File: config.mk
export PLATFORM = sky130hd
export DESIGN_NAME = countdown_timer
export DESIGN_NICKNAME = d
export VERILOG_FILES = /design/src/rtl/countdown_timer_pkg.sv /design/src/rtl/countdown_timer.sv
export SDC_FILE = /design/constraint.sdc
export NUM_CORES = 1
export LEC_CHECK = 0
export BUFFER_PORTS_ARGS = -buffer_cell sky130_fd_sc_hd__buf_2
export CAP_MARGIN = 20
export CORE_MARGIN = 4
export CORE_UTILIZATION = 50
export DETAILED_ROUTE_END_ITERATION = 8
export PLACE_DENSITY = 0.77
export SYNTH_ARGS = -nofsm -noshare
export SYNTH_HDL_FRONTEND = slang
export SYNTH_SLANG_ARGS = --single-unit
File: constraint.sdc
create_clock -name clk -period 2.23 [get_ports clk]
set_clock_uncertainty 0.05 [all_clocks]
set_input_delay 0.223 -clock clk [delete_from_list [all_inputs] [get_ports clk]]
set_output_delay 0.223 -clock clk [all_outputs]
set_load 0.005 [all_outputs]
File: src/rtl/countdown_timer_pkg.sv
// Shared types for the countdown timer: FSM state encoding.
package countdown_timer_pkg;

  typedef enum logic [1:0] {
    IDLE   = 2'd0,
    RUN    = 2'd1,
    EXPIRE = 2'd2
  } state_t;

endpackage

File: src/rtl/countdown_timer.sv
// Loadable down-counter with optional auto-reload and a one-cycle expiry pulse.
// busy/expired decode the registered state; load_ready is the only path from an input (abort).
module countdown_timer
  import countdown_timer_pkg::*;
#(
  parameter int WIDTH       = 8,
  parameter bit AUTO_RELOAD = 1'b0
) (
  input  logic             clk,
  input  logic             reset_n,
  input  logic             load_valid,
  input  logic [WIDTH-1:0] load_value,
  output logic             load_ready,
  input  logic             enable,
  input  logic             abort,
  output logic [WIDTH-1:0] cnt,
  output logic             busy,
  output logic             expired
);

  state_t           state;
  logic [WIDTH-1:0] reload;
  logic             ready_en;

  // ready_en keeps load_ready low through reset and until the first edge after release.
  assign load_ready = ready_en && (state == IDLE) && !abort;
  assign busy       = (state == RUN);
  assign expired    = (state == EXPIRE);

  always_ff @(posedge clk or negedge reset_n) begin
    if (!reset_n) begin
      state    <= IDLE;
      cnt      <= '0;
      reload   <= '0;
      ready_en <= 1'b0;
    end else begin
      ready_en <= 1'b1;
      case (state)
        IDLE: begin
          if (load_valid && load_ready) begin
            cnt    <= load_value;
            reload <= load_value;
            state  <= (load_value != '0) ? RUN : EXPIRE;
          end
        end
        RUN: begin
          if (abort) begin
            cnt   <= '0;
            state <= IDLE;
          end else if (enable && (cnt != '0)) begin
            cnt <= cnt - WIDTH'(1);
            if (cnt == WIDTH'(1)) begin
              state <= EXPIRE;
            end
          end
        end
        EXPIRE: begin
          // abort lets this pulse finish but cancels any reload.
          if (AUTO_RELOAD && !abort && (reload != '0)) begin
            cnt   <= reload;
            state <= RUN;
          end else begin
            cnt   <= '0;
            state <= IDLE;
          end
        end
        default: begin
          cnt   <= '0;
          state <= IDLE;
        end
      endcase
    end
  end

endmodule

== Yosys cells after proc, flatten, opt, wreduce, memory -nomap -nowiden ==
Index checks and enable logic that the tools add are counted.
Word-level totals
  logic and storage cells: 30
  register bits after elaboration: 11
Operators by class
  reductions and logical operators: 10
  equality and inequality tests: 6
  mux-type cells: 10
  $add $sub $neg: 1
Operator list (count)
  two-way mux 8 bit: 3
  one-hot mux 8 bit (2 select lines): 1
  nonzero test 8 bit: 2
  two-way mux 2 bit: 5
  == test 8 x 1 -> 1 bit, second input constant: 1
  subtractor 8 x 1 -> 8 bit, second input constant: 1
  inequality test 3 x 2 -> 1 bit, second input constant: 2
  logical AND 1 bit: 4
  one-hot mux 2 bit (2 select lines): 1
  AND reduction 3 bit: 1
  == test 2 x 1 -> 1 bit, second input constant: 1
  == test 2 bit, second input constant: 1
  zero test 2 bit: 1
  inequality test 2 x 1 -> 1 bit, second input constant: 1
  AND reduction 2 bit: 1
  zero test 1 bit: 1

== Depth between registers and ports, before layout ==
Gate-level depths: netlist of run 1.
  depth in word-level cells: 6
  mapped depth: 6
  depth with buffers taken out: 6

== Least setup slack after synthesis of run 1 ==
Ideal clock, no wire load.
  path kind: register to register
  start: reg cnt[0]
  end: reg cnt[1]
  setup time: 0.125 ns
  data required time: 2.055 ns
  buffers on the path: 0
  cell stages (with the launch flop): 7
  arrival: 1.773 ns
  slack: 0.282 ns
  cell sequence: dfrtp_1 > inv_1 > ha_1 > or3b_1 > o31ai_4 > a21oi_2 > mux2_4
On the way
  word-level cells in the longest chain between the ends: 4
  elaborated cells between the ends (all ways): 8
RTL lines
  start, declared: RTL line countdown_timer.sv:16  | output logic [WIDTH-1:0] cnt,
  start signal, assigned: RTL line countdown_timer.sv:41  | cnt <= load_value;
  start signal, assigned: RTL line countdown_timer.sv:51  | cnt <= cnt - WIDTH'(1);
  start signal, assigned: RTL line countdown_timer.sv:60  | cnt <= reload;
  subtractor 8 x 1 -> 8 bit or nonzero test 8 bit (tied branches): RTL line countdown_timer.sv:51, countdown_timer.sv:50
  two-way mux 8 bit or logical AND 1 bit (tied branches): RTL line countdown_timer.sv:50  | end else if (enable && (cnt != '0)) begin
  two-way mux 8 bit or inequality test 3 x 2 -> 1 bit (tied branches)
  one-hot mux 8 bit (2 select lines) or AND reduction 2 bit (tied branches)
Parallel ways exist; a longest one is shown, timed or not. The select of a mux whose other input is x is not followed.
A chain may end at the register's enable or synchronous reset.

== Final worst setup path of run 1 ==
Ends and elaborated chain as after synthesis.

==> summary.md, run 1 <==
| Metric | Value |
|---|---|
| Run status | `finished, final reports clean` |
| Number of endpoints failing setup at the final stage | `0` |
| Area fraction in compound gates after synthesis | `29.01%` |
| Global routing usage summed across all routing layers | `22.44%` |
| Share of synthesized area occupied by flip-flops and latches | `33.95%` |
| Kind of cell adding the most delay to the critical path | `simple AND/OR/NAND/NOR gates` |
| Cell at the root of the clock tree | `clkbuf_4` |
| Clock transition at the registers of the reported paths | `0.07 ns` |
| Number of global-route vias before repair | `793` |
| Area growth, synth to finish | `22.22%` |
| Internal power | `0.7700 mW` |
| Signal arrival time at the worst endpoint | `2.20 ns` |
| Die X-Extent | `48.27 um` |
| Number of maximum-capacitance constraint violations | `0` |
| Netlist Area Pre-Place | `810.8 um^2` |
| Footprint of the multi-input gates | `496.7 um^2` |
| Synthesized instance count | `85` |
| Die Outline Area | `2330 um^2` |
| Largest net degree at the start of global routing | `14` |
| Antenna Diode Count | `0` |
| Xor and xnor area share after synthesis | `0%` |
| Clock power share | `10.1%` |
| Site Rows | `14` |
| Switch share | `44.75%` |
| Vias per std cell | `6.667` |
| Fraction of registers with async set/reset | `100.0%` |
| Slowest CP cell | `or3b_4` |
| Detailed-route wire length | `2134 um` |
| Max layer used | `met4` |
| Final worst-path setup slack | `0.1357 ns` |
| Detailed placer's ending HPWL | `1607 um` |
| Wire length of the first global-routing pass | `3608 um` |
| Number of max-slew violations in the final report | `0` |
| Area of placed instances | `952.2 um^2` |
| GR Overflow Total | `0` |
| Fill cell instance count of the final layout | `131` |
| Worst hold slack | `0.1798 ns` |
| Ratio of cells with drive above 1 in the final layout | `34.51%` |
| Reg power frac | `31.4%` |
| Router iterations before antenna repair | `4` |
| Top fanout value on the critical path | `5` |
| Sinks on the clock net | `11` |
| Average detailed-routed wire length per instance | `16.54 um` |
| Drc violations | `0` |
| Final standard cell utilization of the core | `65.02%` |
| Ports placed on the boundary | `24` |
| Flip-flop and latch count after synthesis | `11` |
| Relative slew slack | `65.12%` |
| Setup total negative slack | `0 ns` |
| Critical Path Sink Type | `register` |
| Nets in the synthesized netlist | `100` |
| Largest cells by area after synthesis | `dfrtp_1 34%, nor4_1 4.6%, nand2_1 3.7%` |
| Post-CTS Setup Repair Bufs | `0` |
| Peak supply drop | `770.2 uV` |
| Initial Util | `53.20%` |
| Vias | `860` |
| Max H-tree Level | `1` |
| Share of synthesized cell area in full adder, half adder and majority cells | `3.086%` |
| Startpoint class of the critical path | `register` |
| Core box area | `1524 um^2` |
| Power Density | `1406 nW/um^2` |
| Final net count | `129` |
| Antenna violations before repair | `0` |
| Worst Path Required | `2.34 ns` |
| Distinct cell type count after synthesis | `40` |
| Portion of total power attributed to combinational logic | `58.5%` |
| Met1 routed wirelength after detailed routing | `890 um` |
| Multiplexer share of the synthesized area | `3.241%` |
| GP Congestion | `0.8705` |
| Switching power of the nets | `0.6236 mW` |
| Dominant combinational cell family by area after synthesis | `compound AO/OA/AOI/OAI gates` |
| Tcrit/Tclk final | `93.91%` |
| Routed wire length on met2 | `1033 um` |
| Setup Slack @ Placement | `0.1450 ns` |
| Post-synthesis cell type with the largest combined area | `dfrtp_1` |
| Drt first-iter violations | `38` |
| Detailed route wirelength on metal3 | `176 um` |
| Maximum clock rate | `477.5 MHz` |
| Post-synthesis area per instance | `9.539 um^2` |
| Clock tree from TritonCTS | `built` |
| Share of the synthesized area in the top cell type | `33.95%` |
| Most used standard cells in the synthesized netlist | `11 x dfrtp_1, 8 x nand2_1, 6 x nor4_1` |
| Sequence of cells on the critical path | `inv_1, ha_1, or3b_4, o31ai_4, a21oi_2, mux2_4` |
| Post-route standard cell area excluding fillers | `991.0 um^2` |
| Number of warnings reported in the yosys synthesis log | `0` |
| Primary FF master, synth | `dfrtp_1` |
| IO Port Bufs | `23` |
| Post-synth EDFFs | `0` |
| Most frequently used cell type in the post-synthesis netlist | `dfrtp_1` |
| WS Path Type | `reg -> reg` |
| Insertion delay of the later-clocked pin in the worst-skew pair | `0.27 ns` |
| Hold violation count in the final report | `0` |
| Leak | `0.4485 nW` |
| Post-DRT Antenna Nets | `0` |
| Final critical-path required period | `2.094 ns` |
| Sequential Area | `275.3 um^2` |
| Simple-gate area share of the yosys netlist | `25.15%` |
| Number of buffers created by CTS | `3` |
| Setup repair after global routing missed its margin | `false` |
| Type of the tightest min-delay check | `in -> reg` |
| Overall die height | `48.27 um` |
| Largest stage delay, worst path | `0.44 ns` |
| Worst slew pin tran | `0.5209 ns` |
| Maximum clock insertion buffer count | `2` |
| Sum of buffers and inverters on the critical path | `1` |
-- path summary, 6_finish.rpt --
check,startpoint,endpoint,slack (ns),cells after the start
max,cnt[0]$_DFFE_PN0P_,cnt[1]$_DFFE_PN0P_,0.14,6
max in group asynchronous,reset_n,cnt[7]$_DFFE_PN0P_,1.62,2
min in group asynchronous,reset_n,cnt[6]$_DFFE_PN0P_,0.30,2
max reg2reg,cnt[0]$_DFFE_PN0P_,cnt[1]$_DFFE_PN0P_,0.14,6
min reg2reg,cnt[1]$_DFFE_PN0P_,cnt[1]$_DFFE_PN0P_,0.55,1
min,load_value[5],cnt[5]$_DFFE_PN0P_,0.18,3
-- cell type report --
class	count	area share, %
multi-input cells	67	50.13
repair buffers	26	14.14
well taps	16	2.020
flip-flops and latches	11	27.78
inverters	5	3.283
clock buffers	4	2.652
-- tightest hold or removal path, cell delays in order --
cell,delay (ns)
buf_2,0.10
nand2_1,0.05
a311oi_1,0.08
-- layer usage --
metal  vias up  global-route usage (%)
met4         0                   11.83
met2        58                   34.90
met3         9                   4.797
li1        391                       -
met5         -                       0
met1       402                   28.86
-- flip-flops by register name (all words and copies together) (netlist names) --
name      count
cnt           8
state         2
ready_en      1
-- per-stage QoR --
stage / power (mW) / cells
floorplan: 0.9742 / 85
global placement: 1.209 / 124
detailed placement: 1.227 / 124
CTS: 1.378 / 129
global route: 1.526 / 129
finish: 1.394 / 129
-- kinds of logic (layout without fill, tap and decap cells) --
group,count (synthesis),count (layout)
AND/OR/NAND/NOR,33,33
AO/OA/AOI/OAI,29,29
flip-flops,11,11
buffers and inverters,7,35
adder cells (fa/ha/maj),2,2
multiplexers,2,2
other,1,1
-- power groups by stage --
stage / combinational (mW) / sequential, mW / clock [mW]
after floorplan: 0.567 / 0.407 / 0
after global placement: 0.776 / 0.433 / 0
after detailed placement: 0.788 / 0.439 / 0
after CTS: 0.801 / 0.435 / 0.142
after global routing: 0.911 / 0.462 / 0.154
final: 0.815 / 0.438 / 0.141
-- repair_timing --
action	CTS	global route
hold buffers	1	0
endpoints found under the hold margin	11	0
gates resized for setup	0	1
endpoints found under the setup margin	0	2
-- layout by cell type, fill, tap and decap left out, types with 3 or more instances in the layout --
cell / count
nor2_1: 3
nor4_1: 6
o21ai_1: 3
a21oi_1: 5
nand2_1: 8
inv_1: 4
dfrtp_1: 11
clkbuf_4: 3
buf_2: 23
o22ai_1: 3
a311oi_1: 3
Note: power is estimated with default switching activity, not from simulation.
==> run 2: changes to the inputs <==
REMOVE_ABC_BUFFERS = 1   (was not set)
==> summary.md, run 2 (same netlist as run 1, synthesis figures left out) <==
| Metric | Value |
|---|---|
| Leak | `0.4506 nW (was 0.4485 nW)` |
| Portion of total power attributed to combinational logic | `57.9% (was 58.5%)` |
| Post-DRT Antenna Nets | `0 (unchanged)` |
| Fill cell instance count of the final layout | `135 (was 131)` |
| Detailed placer's ending HPWL | `1563 um (was 1607 um)` |
| Number of endpoints failing setup at the final stage | `0 (unchanged)` |
| Number of global-route vias before repair | `744 (was 793)` |
| Maximum clock insertion buffer count | `2 (unchanged)` |
| Cell at the root of the clock tree | `clkbuf_4 (unchanged)` |
| Vias | `792 (was 860)` |
| Peak supply drop | `846.2 uV (was 770.2 uV)` |
| Largest net degree at the start of global routing | `14 (unchanged)` |
| Startpoint class of the critical path | `register (unchanged)` |
| GP Congestion | `0.9178 (was 0.8705)` |
| Number of buffers created by CTS | `3 (unchanged)` |
| Worst r2r dst | `cnt[1]$_DFFE_PN0P_ (unchanged)` |
| Ports placed on the boundary | `24 (unchanged)` |
| WS Path Type | `reg -> reg (unchanged)` |
| Final net count | `129 (unchanged)` |
| # resized after CTS | `0 (unchanged)` |
| IO Port Bufs | `23 (unchanged)` |
| Post-layout power | `1.366 mW (was 1.394 mW)` |
| Worst Hold Depth | `3 (unchanged)` |
| Worst Path Required | `2.34 ns (about the same)` |
| Sinks on the clock net | `11 (unchanged)` |
| Hold violation count in the final report | `0 (unchanged)` |
| Core box area | `1524 um^2 (unchanged)` |
| Drt first-iter violations | `15 (was 38)` |
| Max H-tree Level | `1 (unchanged)` |
| Register-to-Register Setup Slack | `0.16 ns (was 0.14 ns)` |
| Maximum clock rate | `482.4 MHz (was 477.5 MHz)` |
| Final critical-path required period | `2.073 ns (was 2.094 ns)` |
| Area growth, synth to finish | `22.07% (was 22.22%)` |
| Sequence of cells on the critical path | `inv_1, ha_1, or3b_1, o31ai_4, a21oi_2, mux2_4 (was inv_1, ha_1, or3b_4, o31ai_4, a21oi_2, mux2_4)` |
| Commonest cells after routing, fill and taps aside | `23 x buf_2, 11 x dfrtp_1, 8 x nand2_1 (unchanged)` |
| Max FFs per register | `8 (unchanged)` |
| Drc violations | `0 (unchanged)` |
| Slowest CP cell | `or3b_1 (was or3b_4)` |
| Number of maximum-capacitance constraint violations | `0 (unchanged)` |
| Clock transition at the registers of the reported paths | `0.07 ns (about the same)` |
| GR Overflow Total | `0 (unchanged)` |
| Global routing usage summed across all routing layers | `21.31% (was 22.44%)` |
| Initial Util | `53.20% (unchanged)` |
| Worst min-delay path startpoint | `load_value[5] (unchanged)` |
| Signal arrival time at the worst endpoint | `2.19 ns (was 2.20 ns)` |
| Antenna Diode Count | `0 (unchanged)` |
| Top fanout value on the critical path | `5 (unchanged)` |
| Antenna violations before repair | `0 (unchanged)` |
| Detailed-route wire length | `2018 um (was 2134 um)` |
| Vias per std cell | `6.140 (was 6.667)` |
| Largest register by flop count | `cnt (unchanged)` |
| Largest stage delay, worst path | `0.45 ns (was 0.44 ns)` |
| Insertion delay of the later-clocked pin in the worst-skew pair | `0.28 ns (was 0.27 ns)` |
| Tcrit/Tclk final | `92.95% (was 93.91%)` |
| Run status | `finished, final reports clean (unchanged)` |
| Ratio of cells with drive above 1 in the final layout | `34.51% (unchanged)` |
| Commonest non-fill, non-tap cell in the layout | `buf_2 (unchanged)` |
| Type of the tightest min-delay check | `in -> reg (unchanged)` |
| Switch share | `44.61% (was 44.75%)` |
| Worst-case reg-to-reg path depth | `6 (unchanged)` |
| Setup repair after global routing missed its margin | `false (unchanged)` |
| Critical Path Sink Type | `register (unchanged)` |
| Power Density | `1381 nW/um^2 (was 1406 nW/um^2)` |
| Die Outline Area | `2330 um^2 (unchanged)` |
| Overall die height | `48.27 um (unchanged)` |
| Setup total negative slack | `0 ns (unchanged)` |
| Site Rows | `14 (unchanged)` |
| Number of max-slew violations in the final report | `0 (unchanged)` |
| Post-CTS Setup Repair Bufs | `0 (unchanged)` |
| Launch point of the worst reg-to-reg path | `cnt[0]$_DFFE_PN0P_ (unchanged)` |
| Wire length of the first global-routing pass | `3381 um (was 3608 um)` |
| Clock tree from TritonCTS | `built (unchanged)` |
| Average detailed-routed wire length per instance | `15.64 um (was 16.54 um)` |
| Destination of the worst hold path | `cnt[5]$_DFFE_PN0P_ (unchanged)` |
| Largest registers in the final layout | `cnt: 8 flops, state: 2 flops, ready_en: 1 flops (unchanged)` |
| Reg power frac | `32.0% (was 31.4%)` |
| Internal power | `0.7569 mW (was 0.7700 mW)` |
| Clock power share | `10.1% (about the same)` |
| Die X-Extent | `48.27 um (unchanged)` |
| Switching power of the nets | `0.6096 mW (was 0.6236 mW)` |
| Router iterations before antenna repair | `4 (unchanged)` |
==> run 2: routing by layer <==
| metal | share of wire (%) | up-vias | global-route usage (%) |
|---|---|---|---|
| met5 | 0 | - | 0 |
| met4 | 1.7 | 0 | 8.602 |
| met3 | 7.2 | 5 | 6.642 |
| met2 | 50 | 30 | 34.11 |
| met1 | 41 | 364 | 26.40 |
| li1 | - | 393 | - |
==> run 2: final cells by class <==
cell class	count	area (um^2)	area share [%]
Multi-Input combinational cell	67	494.2	49.94
Sequential cell	11	275.3	27.81
Timing Repair Buffer	26	140.1	14.16
Inverter	5	32.53	3.287
Clock buffer	3	22.52	2.276
Tap cell	16	20.02	2.023
Clock inverter	1	5.005	0.5057
==> run 2: how the worst max path moves through the flow <==
stage | cells after the start | to | slack (ns) | start
after detailed placement | 6 | cnt[1]$_DFFE_PN0P_ | 0.18 | cnt[0]$_DFFE_PN0P_
final | 6 | cnt[1]$_DFFE_PN0P_ | 0.16 | cnt[0]$_DFFE_PN0P_
after global routing | 6 | cnt[1]$_DFFE_PN0P_ | 0.05 | cnt[1]$_DFFE_PN0P_
after floorplan | 6 | cnt[1]$_DFFE_PN0P_ | 0.26 | cnt[0]$_DFFE_PN0P_
after CTS | 6 | cnt[1]$_DFFE_PN0P_ | 0.16 | cnt[0]$_DFFE_PN0P_
after global placement | 6 | cnt[1]$_DFFE_PN0P_ | 0.23 | cnt[0]$_DFFE_PN0P_
==> run 2: per-stage QoR <==
stage	instance area, um^2	setup slack [ns]	util (%)	std cells	hold slack, ns
finish	989.7	0.1571	64.94	129	0.1728
global route	989.7	0.04978	64.94	129	0.1968
CTS	989.7	0.1647	64.94	129	0.1716
detailed placement	952.2	0.1808	62.48	124	0.05745
global placement	952.2	0.2278	62.48	124	0.05293
floorplan	802.0	0.2607	-	83	-0.1226
==> run 2: what timing repair did <==
action | CTS | global route
hold endpoints to repair | 11 | 0
endpoints found under the setup margin | 0 | 0
hold buffers | 1 | 0
==> run 2: worst max-delay path: cells and delay by family (launching register included) <==
| kind | cells | cell delay, ns |
|---|---|---|
| flip-flops | 1 | 0.42 |
| multiplexers | 1 | 0.31 |
| adder cells (fa/ha/maj) | 1 | 0.23 |
| AND/OR/NAND/NOR | 1 | 0.45 |
| buffers and inverters | 1 | 0.11 |
| AO/OA/AOI/OAI | 2 | 0.38 |
==> run 2: power groups by stage <==
stage          combinational (mW)  clock [mW]  sequential [mW]
3_5_place_dp                0.784           0            0.440
3_3_place_gp                0.777           0            0.430
6_report                    0.792       0.138            0.437
5_1_grt                     0.877       0.155            0.462
4_1_cts                     0.793       0.144            0.435
2_1_floorplan               0.553           0            0.415
